===== src/rtl/svv_pkg.sv =====
// Shared defaults and sizing helpers for the status-value-vector front end.
package svv_pkg;

    localparam int unsigned SVV_DEPTH = 8;
    localparam int unsigned SVV_WIDTH = 8;

    // Ceiling log2, returns 0 for v <= 1.
    function automatic int unsigned clog2(input int unsigned v);
        int unsigned r;
        r = 0;
        while ((64'd1 << r) < 64'(v)) begin
            r = r + 1;
        end
        return r;
    endfunction

    localparam int unsigned SVV_CNT_W = clog2(SVV_DEPTH) + 1;

endpackage


===== src/rtl/svv_rr_arbiter.sv =====
// Combinational round-robin picker: first requester at or above ptr_i, with wrap.
module svv_rr_arbiter
    import svv_pkg::*;
#(
    parameter int unsigned NUM_REQ = 4
) (
    input  logic [NUM_REQ-1:0]         req_i,
    input  logic                       en_i,
    input  logic [$clog2(NUM_REQ)-1:0] ptr_i,
    output logic [NUM_REQ-1:0]         grant_o,
    output logic [$clog2(NUM_REQ)-1:0] idx_o
);

    localparam int unsigned ID_W = clog2(NUM_REQ);

    logic              w_found;
    logic [ID_W-1:0]   w_cand;
    int unsigned       w_sum;

    always_comb begin
        grant_o = '0;
        idx_o   = '0;
        w_found = 1'b0;
        w_cand  = '0;
        w_sum   = 0;
        for (int unsigned i = 0; i < NUM_REQ; i++) begin
            w_sum = 32'(ptr_i) + i;
            if (w_sum >= NUM_REQ) begin
                w_sum = w_sum - NUM_REQ;
            end
            w_cand = ID_W'(w_sum);
            if (en_i && !w_found && req_i[w_cand]) begin
                w_found         = 1'b1;
                grant_o[w_cand] = 1'b1;
                idx_o           = w_cand;
            end
        end
    end

endmodule


===== src/rtl/svv_push_arbiter.sv =====
// Round-robin push arbitration, occupancy mirror and tail-ownership gating in
// front of a shared status value vector.
module svv_push_arbiter
    import svv_pkg::*;
#(
    parameter int unsigned NUM_REQ = 4,
    parameter int unsigned DEPTH   = SVV_DEPTH,
    parameter int unsigned WIDTH   = SVV_WIDTH
) (
    input  logic                       clk_i,
    input  logic                       rsn_i,
    input  logic [NUM_REQ-1:0]         req_push_i,
    input  logic [NUM_REQ*WIDTH-1:0]   req_value_i,
    output logic [NUM_REQ-1:0]         req_grant_o,
    input  logic [NUM_REQ-1:0]         req_set_i,
    input  logic [NUM_REQ*WIDTH-1:0]   req_set_value_i,
    output logic [NUM_REQ-1:0]         req_set_ack_o,
    input  logic                       cons_pull_i,
    output logic                       svv_push_o,
    output logic [WIDTH-1:0]           svv_value_o,
    output logic                       svv_pull_o,
    output logic                       svv_set_o,
    output logic [WIDTH-1:0]           svv_set_value_o,
    output logic [$clog2(NUM_REQ)-1:0] owner_id_o,
    output logic                       owner_valid_o,
    output logic [$clog2(DEPTH):0]     count_o
);

    localparam int unsigned ID_W  = clog2(NUM_REQ);
    localparam int unsigned CNT_W = clog2(DEPTH) + 1;

    logic [ID_W-1:0]    r_rr_ptr;
    logic [ID_W-1:0]    r_tail_owner;
    logic               r_tail_valid;
    logic [CNT_W-1:0]   r_count;

    logic [CNT_W-1:0]   w_count_next;
    logic               w_pull;
    logic               w_push_ok;
    logic               w_push;
    logic               w_set_ok;
    logic [NUM_REQ-1:0] w_grant;
    logic [ID_W-1:0]    w_idx;
    logic [NUM_REQ-1:0] w_ack;
    logic [WIDTH-1:0]   w_value;
    logic [WIDTH-1:0]   w_set_value;

    // A pull frees a slot in the same cycle, so a full vector may still accept a push.
    assign w_pull    = rsn_i & cons_pull_i & (r_count != '0);
    assign w_push_ok = (r_count < CNT_W'(DEPTH)) | w_pull;

    svv_rr_arbiter #(
        .NUM_REQ (NUM_REQ)
    ) u_rr_arbiter (
        .req_i   (req_push_i),
        .en_i    (rsn_i & w_push_ok),
        .ptr_i   (r_rr_ptr),
        .grant_o (w_grant),
        .idx_o   (w_idx)
    );

    assign w_push   = |w_grant;
    assign w_set_ok = rsn_i & r_tail_valid & req_set_i[r_tail_owner];

    // Value muxing for the granted pusher and the tail owner's set.
    always_comb begin
        w_value     = '0;
        w_set_value = '0;
        w_ack       = '0;
        for (int unsigned k = 0; k < NUM_REQ; k++) begin
            if (w_grant[k]) begin
                w_value = req_value_i[k*WIDTH +: WIDTH];
            end
            if (w_set_ok && (r_tail_owner == ID_W'(k))) begin
                w_set_value = req_set_value_i[k*WIDTH +: WIDTH];
                w_ack[k]    = 1'b1;
            end
        end
    end

    assign w_count_next = r_count + CNT_W'(w_push) - CNT_W'(w_pull);

    always_ff @(posedge clk_i) begin
        if (!rsn_i) begin
            r_rr_ptr     <= '0;
            r_count      <= '0;
            r_tail_owner <= '0;
            r_tail_valid <= 1'b0;
        end else begin
            r_count <= w_count_next;
            if (w_push) begin
                r_rr_ptr     <= (w_idx == ID_W'(NUM_REQ - 1)) ? '0 : w_idx + ID_W'(1);
                r_tail_owner <= w_idx;
                r_tail_valid <= 1'b1;
            end else if (w_count_next == '0) begin
                r_tail_valid <= 1'b0;
            end
        end
    end

    assign req_grant_o     = w_grant;
    assign req_set_ack_o   = w_ack;
    assign svv_push_o      = w_push;
    assign svv_value_o     = w_value;
    assign svv_pull_o      = w_pull;
    assign svv_set_o       = w_set_ok;
    assign svv_set_value_o = w_set_value;
    assign owner_id_o      = r_tail_owner;
    assign owner_valid_o   = r_tail_valid;
    assign count_o         = r_count;

endmodule


===== config.mk =====
export PLATFORM = sky130hd
export DESIGN_NAME = svv_push_arbiter
export DESIGN_NICKNAME = d
export VERILOG_FILES = /design/src/rtl/svv_pkg.sv /design/src/rtl/svv_rr_arbiter.sv /design/src/rtl/svv_push_arbiter.sv
export SDC_FILE = /design/constraint.sdc
export NUM_CORES = 1
export LEC_CHECK = 0
export ABC_AREA = 1
export BUFFER_PORTS_ARGS = -buffer_cell sky130_fd_sc_hd__buf_2
export CORE_UTILIZATION = 39
export CTS_CLUSTER_SIZE = 20
export DETAILED_ROUTE_END_ITERATION = 8
export PLACE_DENSITY = 0.81
export SLEW_MARGIN = 0
export SYNTH_ARGS = -nofsm -noshare
export SYNTH_HDL_FRONTEND = slang
export SYNTH_SLANG_ARGS = --single-unit
export TNS_END_PERCENT = 10

===== constraint.sdc =====
create_clock -name clk_i -period 2.8 [get_ports clk_i]
set_input_delay 0.14 -clock clk_i [delete_from_list [all_inputs] [get_ports clk_i]]
set_output_delay 0.14 -clock clk_i [all_outputs]
set_load 0.005 [all_outputs]

==> impl_metrics.tcl, run 1 <==
set metrics [dict create \
    place.gp.congestion 0.896 \
    netlist_area_mm2 0.00163 \
    rsz0062_at_grt "yes" \
    period_share_pct 96.3 \
    ys_types 31 \
    htree_levels 1 \
    dp.cells 436 \
    die_y_um 66.6 \
    grt_max_degree 18 \
    p_leak_uw 0.00141 \
    yosysSeqAreaShare_pct 11.1 \
    dp.final_hpwl_mm 3.84 \
    critPathKind "flip-flop to flip-flop" \
    cts_made_buffers 3 \
    wire_per_inst_um 11.6 \
    synth.avg_cell_area_um2 5.90 \
    holdWs_ns 0.189 \
    status "finished clean" \
    start_kind "flip-flop" \
    finalNetCount 488 \
    yosysTopAreaCell "nand2_1" \
    antenna_cells 0 \
    area_growth_pct 52.2 \
    drtIter0Drc 74 \
    drc 0 \
    netlist_top_cells_area "nand2_1, dfxtp_1, ha_1" \
    track_usage_pct 20.4 \
    io_buffer_count 108 \
    max-cap-violations 0 \
    floorplan.initialDensity_pct 40.7 \
    slew_viol_final 0 \
    synth_nets 365 \
    antenna_found_initial 0 \
    hp-class "input port to flip-flop" \
    hold_viol_final 0 \
    dieWidth_um 66.6 \
    max_freq_mhz 371 \
    viasPerCell 5.05 \
    setup_tns_ns 0 \
    critPathRequiredTime_ns 2.92 \
    critical_path_arrival_ns 2.82 \
    fin_worst_skew_ns 0.0105 \
    power_density_mw_per_mm2 866 \
    drive_above_1_share_pct 45.7 \
    core-area_mm2 0.00400 \
    worstSetupEndpointType "flip-flop" \
    dr_total_vias 2261 \
    ir_worst_vdd_mv 0.613 \
    cts_tree "done" \
    finalSetupViolCount 0 \
    drt_first_pass_iters 4 \
    clk_path_buf_depth 2 \
    clock_sinks 9 \
    grt_pass1_vias 1742 \
    period_needed_ns 2.70 \
    grt_pass1_wl_mm 7.17 \
    ys_ff_latch 9 \
    worst_skew_pair.late_latency_ns 0.25 \
    netlist.area_leader.share_pct 23.5 \
    worstPathMaxFanout 6 \
    worst_pin_slew_ns 0.566 \
    slew_headroom_pct 62.1 \
    rows 23 \
    fill_cells 382 \
    ant_nets 0 \
    clkSlewWorstSetupHoldPaths_ns 0.05 \
    die_area_mm2 0.00444 \
    synth_warnings 0 \
    netlist_instances 276 \
    final_cell_count_no_fill 448 \
    wirelength_mm 5.19 \
    io_pins 109 \
    clock-root-buffer "clkbuf_8" \
    grt_overflow 0 \
]
critical path, cell delays in order, from the launching register on:
cell and delay (ns):
dfxtp_4 0.36, inv_6 0.03, ha_4 0.30, nand3_2 0.08
nand2_2 0.11, inv_4 0.07, nor2_4 0.20, nand3_2 0.13
nand3_4 0.09, nor2_4 0.06, nand2_4 0.07, ha_4 0.14
inv_2 0.04, fa_2 0.37, xor2_2 0.17, nand4_1 0.15
a21oi_2 0.17, nor2_1 0.04
cells in the mapped netlist, drive strengths merged:
library cell / instances
ha: 13
fa: 1
dfxtp: 9
nor2: 14
nor3: 2
a21oi: 24
o211ai: 1
clkbuf: 2
o21ai: 5
nand2: 110
inv: 33
nand3: 39
xor2: 2
nand4: 13
buf: 6
mux2i: 1
clkinv: 1
logic make-up after synthesis:
logic type	share of synthesized area [%]
xor+xnor	1.08
fa+ha+maj	11.2
flops	11.1
mux	0.615
buf+inv	12.4
compound gates	9.61
simple gates	54.0
cell usage in the layout, fill, tap and decap left out:
cell type and n:
a21oi_1 22, a21oi_2 2, buf_2 108, buf_4 15
buf_6 2, clkbuf_1 1, clkbuf_8 3, dfxtp_1 5
dfxtp_2 3, dfxtp_4 1, fa_2 1, ha_1 10
ha_2 1, ha_4 2, inv_1 25, inv_2 6
inv_4 2, inv_6 1, mux2i_1 1, nand2_1 99
nand2_2 7, nand2_4 4, nand3_1 23, nand3_2 12
nand3_4 4, nand4_1 13, nor2_1 10, nor2_4 5
nor3_2 2, o211ai_1 1, o21ai_0 3, o21ai_1 2
xor2_1 1, xor2_2 1
worst paths after layout:
path,from,end,slack (ns),cells after the start
max,flip-flop,owner_valid_o,0.10,17
min,rsn_i,count_o[0],0.19,3
max reg2reg,flip-flop,owner_valid_o,0.10,17
min reg2reg,owner_valid_o,owner_valid_o,0.51,2
area by class of cell:
cell class / count / area, um^2 / share of cell area, %
inverters: 34 / 138 / 5.56
clock buffers: 4 / 45.0 / 1.82
multi-input cells: 226 / 1370 / 55.3
flip-flops and latches: 9 / 188 / 7.58
repair buffers: 125 / 676 / 27.3
well taps: 50 / 62.6 / 2.53
routing by layer:
| metal | global-route usage (%) | share of wire (%) |
|---|---|---|
| met1 | 24.6 | 43 |
| met2 | 38.0 | 51 |
| met3 | 1.54 | 5.6 |
| met4 | 5.59 | 1.1 |
| met5 | 0 | 0 |
power by group:
part / internal [uW] / switching, uW / leakage, uW / total (uW)
Clock: 99.8 / 58.9 / 0.0000228 / 159
Sequential: 183 / 52.2 / 0.0000759 / 235
Combinational: 746 / 1010 / 0.00131 / 1750
Total: 1030 / 1120 / 0.00141 / 2150
per-stage QoR:
step | setup slack [ns] | instance area [um^2] | util (%) | power (uW)
finish | 0.105 | 2480 | 61.9 | 2150
global route | -0.0529 | 2480 | 61.9 | 2370
CTS | 0.0678 | 2350 | 58.8 | 1960
detailed placement | -0.0377 | 2290 | 57.2 | 1760
global placement | 0.0994 | 2290 | 57.2 | 1730
floorplan | 0.0236 | 1680 | - | 1300
repair_timing:
item	in CTS	in global routing
setup endpoints to repair	1	1
gates resized for setup	1	27
buffers inserted	1	5
hold buffers	0	0
hold endpoints to repair	0	0
cloned	1	1
pin swaps	1	19
Power figures use the tool's default switching activity.
==> run 2: changes to the inputs <==
- ABC_AREA: 1 -> 0
==> run 2 against run 1 <==
Net effect: the flow now finishes with violations (negative setup slack); utilization grew 0.22 points; worst hold slack gained 0.052 ns; total power shrank 12%; die area is essentially flat; non-clock buffer count grew 3; combinational power shrank 13%; worst setup slack lost 0.35 ns; sequential cell count is the same; cell area grew 0.35%; synthesized cell count shrank 33%; clock power shrank 5%; largest cell class unchanged.
==> impl_metrics.tcl, run 2 <==
set metrics [dict create \
    holdWs_ns 0.240 \
    crit_path_end "owner_valid_o" \
    fin_worst_skew_ns 0.00146 \
    synth-edff-count 0 \
    worst_skew_pair.late_latency_ns 0.23 \
    status "finished, violations left" \
    synth_nets 274 \
    final_common_cell "buf_2" \
    netlist.area_leader.share_pct 16.6 \
    drt_first_pass_iters 4 \
    cts_tree "done" \
    ir_worst_vdd_mv 0.502 \
    area_growth_pct 52.6 \
    worstPathMaxFanout 6 \
    p_leak_uw 0.00114 \
    ant_nets 0 \
    drtIter0Drc 68 \
    critical_path_arrival_ns 3.17 \
    yosysSeqAreaShare_pct 11.1 \
    worstSetupEndpointType "flip-flop" \
    io_pins 109 \
    violations "negative setup slack" \
    ys.flop_type "dfxtp_1" \
    drive_above_1_share_pct 57.6 \
    drc 0 \
    core-area_mm2 0.00400 \
    final_cell_count_no_fill 354 \
    htree_levels 1 \
    crit_slowest_cell "fa_2" \
    track_usage_pct 21.8 \
    crit_path_max_incr_delay_ns 0.54 \
    dr_total_vias 1898 \
    synth.avg_cell_area_um2 8.81 \
    grt_max_degree 16 \
    dp.final_hpwl_mm 3.99 \
    hp-class "input port to flip-flop" \
    netlist_instances 185 \
    clock_sinks 9 \
    period_share_pct 109 \
    clkSlewWorstSetupHoldPaths_ns 0.05 \
    fin_ws_ns -0.242 \
    ff2ff_path_depth 15 \
    rsz0062_at_grt "yes" \
    antenna_found_initial 0 \
    io_buffer_count 108 \
    async_flop_share_pct 0 \
    clk_path_buf_depth 2 \
    grt_pass1_vias 1714 \
    floorplan.initialDensity_pct 40.7 \
    crit_top_cell "ha_4" \
    wire_per_inst_um 14.3 \
    finalSetupViolCount 12 \
    period_needed_ns 3.04 \
    crit-reg2reg-capture "owner_valid_o" \
    max-cap-violations 0 \
    critPathKind "flip-flop to flip-flop" \
    cp_cell_sequence "inv_6 -> ha_4 -> or3b_4 -> a2111oi_4 -> buf_4 -> o21ai_2 -> a31oi_4 -> nor4_4 -> inv_4 -> ha_4 -> inv_1 -> fa_2 -> nand4b_1 -> nand3_1 -> nand2_1" \
    slew_viol_final 0 \
    die_y_um 66.6 \
    max_freq_mhz 329 \
    synth_warnings 0 \
    start_kind "flip-flop" \
    clock-root-buffer "clkbuf_8" \
    netlist_top_cells_area "mux4_2, dfxtp_1, ha_1" \
    critPathRequiredTime_ns 2.93 \
    viasPerCell 5.36 \
    slew_headroom_pct 64.1 \
    dieWidth_um 66.6 \
    finalNetCount 394 \
    r2r_setup_slack_ns -0.24 \
    netlist_area_mm2 0.00163 \
    ys_ff_latch 9 \
    yosys-top-cells-count "a22oi_1, nand2_1, ha_1, nor2b_1, mux4_2" \
    ys_types 51 \
    dp.cells 348 \
    final_cell_mix "buf_2, buf_4, nand2_1, a22oi_1, mux4_2" \
    hold_viol_final 0 \
    worst_pin_slew_ns 0.538 \
    rows 23 \
    grt_overflow 0 \
    place.gp.congestion 0.853 \
    hold_buffers 0 \
    power_density_mw_per_mm2 759 \
    wirelength_mm 5.05 \
    grt_pass1_wl_mm 7.46 \
    cts_made_buffers 3 \
    antenna_cells 0 \
    yosysTopAreaCell "mux4_2" \
    die_area_mm2 0.00444 \
]
-- run 2: cell count changes in the layout (fill, tap and decap cells not counted), moves of 7 or more --
cell / before / now
a21oi_1: 22 / 4
a22oi_1: 0 / 16
inv_1: 25 / 9
mux4_2: 0 / 13
nand2_1: 99 / 16
nand2_2: 7 / 0
nand3_1: 23 / 9
nand3_2: 12 / 0
nand4_1: 13 / 0
nor2_1: 10 / 3
nor2b_1: 0 / 11
-- run 2: per-layer routing --
layer / vias up / wire length, um / global-route usage [%]
met5: - / 0 / 0
met4: 0 / 57 / 2.93
met3: 8 / 334 / 3.94
met2: 79 / 2610 / 39.4
met1: 874 / 2040 / 27.2
li1: 937 / - / -
-- run 2: repair_timing --
item                       in CTS  in global routing
resized for setup              10                  2
setup endpoints to repair      12                 13
pin swaps                      10                  2
buffers inserted                0                  1
cloned                          0                  1
-- run 2: logic make-up after synthesis --
group           share of synthesized area (%)
buf+inv                                  7.83
simple gates                             22.8
fa+ha+maj                                11.2
mux                                      20.4
xor+xnor                                 1.08
compound gates                           25.7
flops                                    11.1
-- run 2: final cells by class --
type	count	area, um^2
fill	342	1510
multi-input combinational	151	1440
timing repair buffer	128	698
sequential	9	188
tap	50	62.6
inverter	12	55.1
clock buffer	4	45.0
-- run 2: worst min path at each step --
| stage | from | to | cells after the start |
|---|---|---|---|
| after global placement | rsn_i | flip-flop | 3 |
| after CTS | rsn_i | flip-flop | 3 |
| after floorplan | cons_pull_i | svv_pull_o | 2 |
| after global routing | rsn_i | flip-flop | 3 |
| after detailed placement | rsn_i | flip-flop | 3 |
| final | rsn_i | flip-flop | 3 |
-- run 2: critical path: cells and delay by family, from the launching register on --
| kind | cells | cell delay (ns) |
|---|---|---|
| buffers and inverters | 4 | 0.34 |
| AOI/OAI and AO/OA | 3 | 0.55 |
| DFF | 1 | 0.36 |
| and+or+nand+nor | 5 | 0.75 |
| adders and majority gates | 3 | 0.91 |
-- run 2: report_power, final --
part	switching (uW)	internal (uW)
Sequential	39.6	180
Combinational	747	768
Clock	52.2	99.3
Total	839	1050
-- run 2: through the flow --
step	TNS (ns)	util, %	instance area [um^2]	power (uW)	setup WS (ns)
after floorplan	-0.834	-	1700	1190	-0.338
after global placement	-1.29	59.1	2360	1610	-0.172
after detailed placement	-1.74	59.1	2360	1650	-0.225
after CTS	-1.28	61.3	2450	1870	-0.243
after global routing	-2.73	62.2	2490	2050	-0.381
final	-1.08	62.2	2490	1890	-0.242
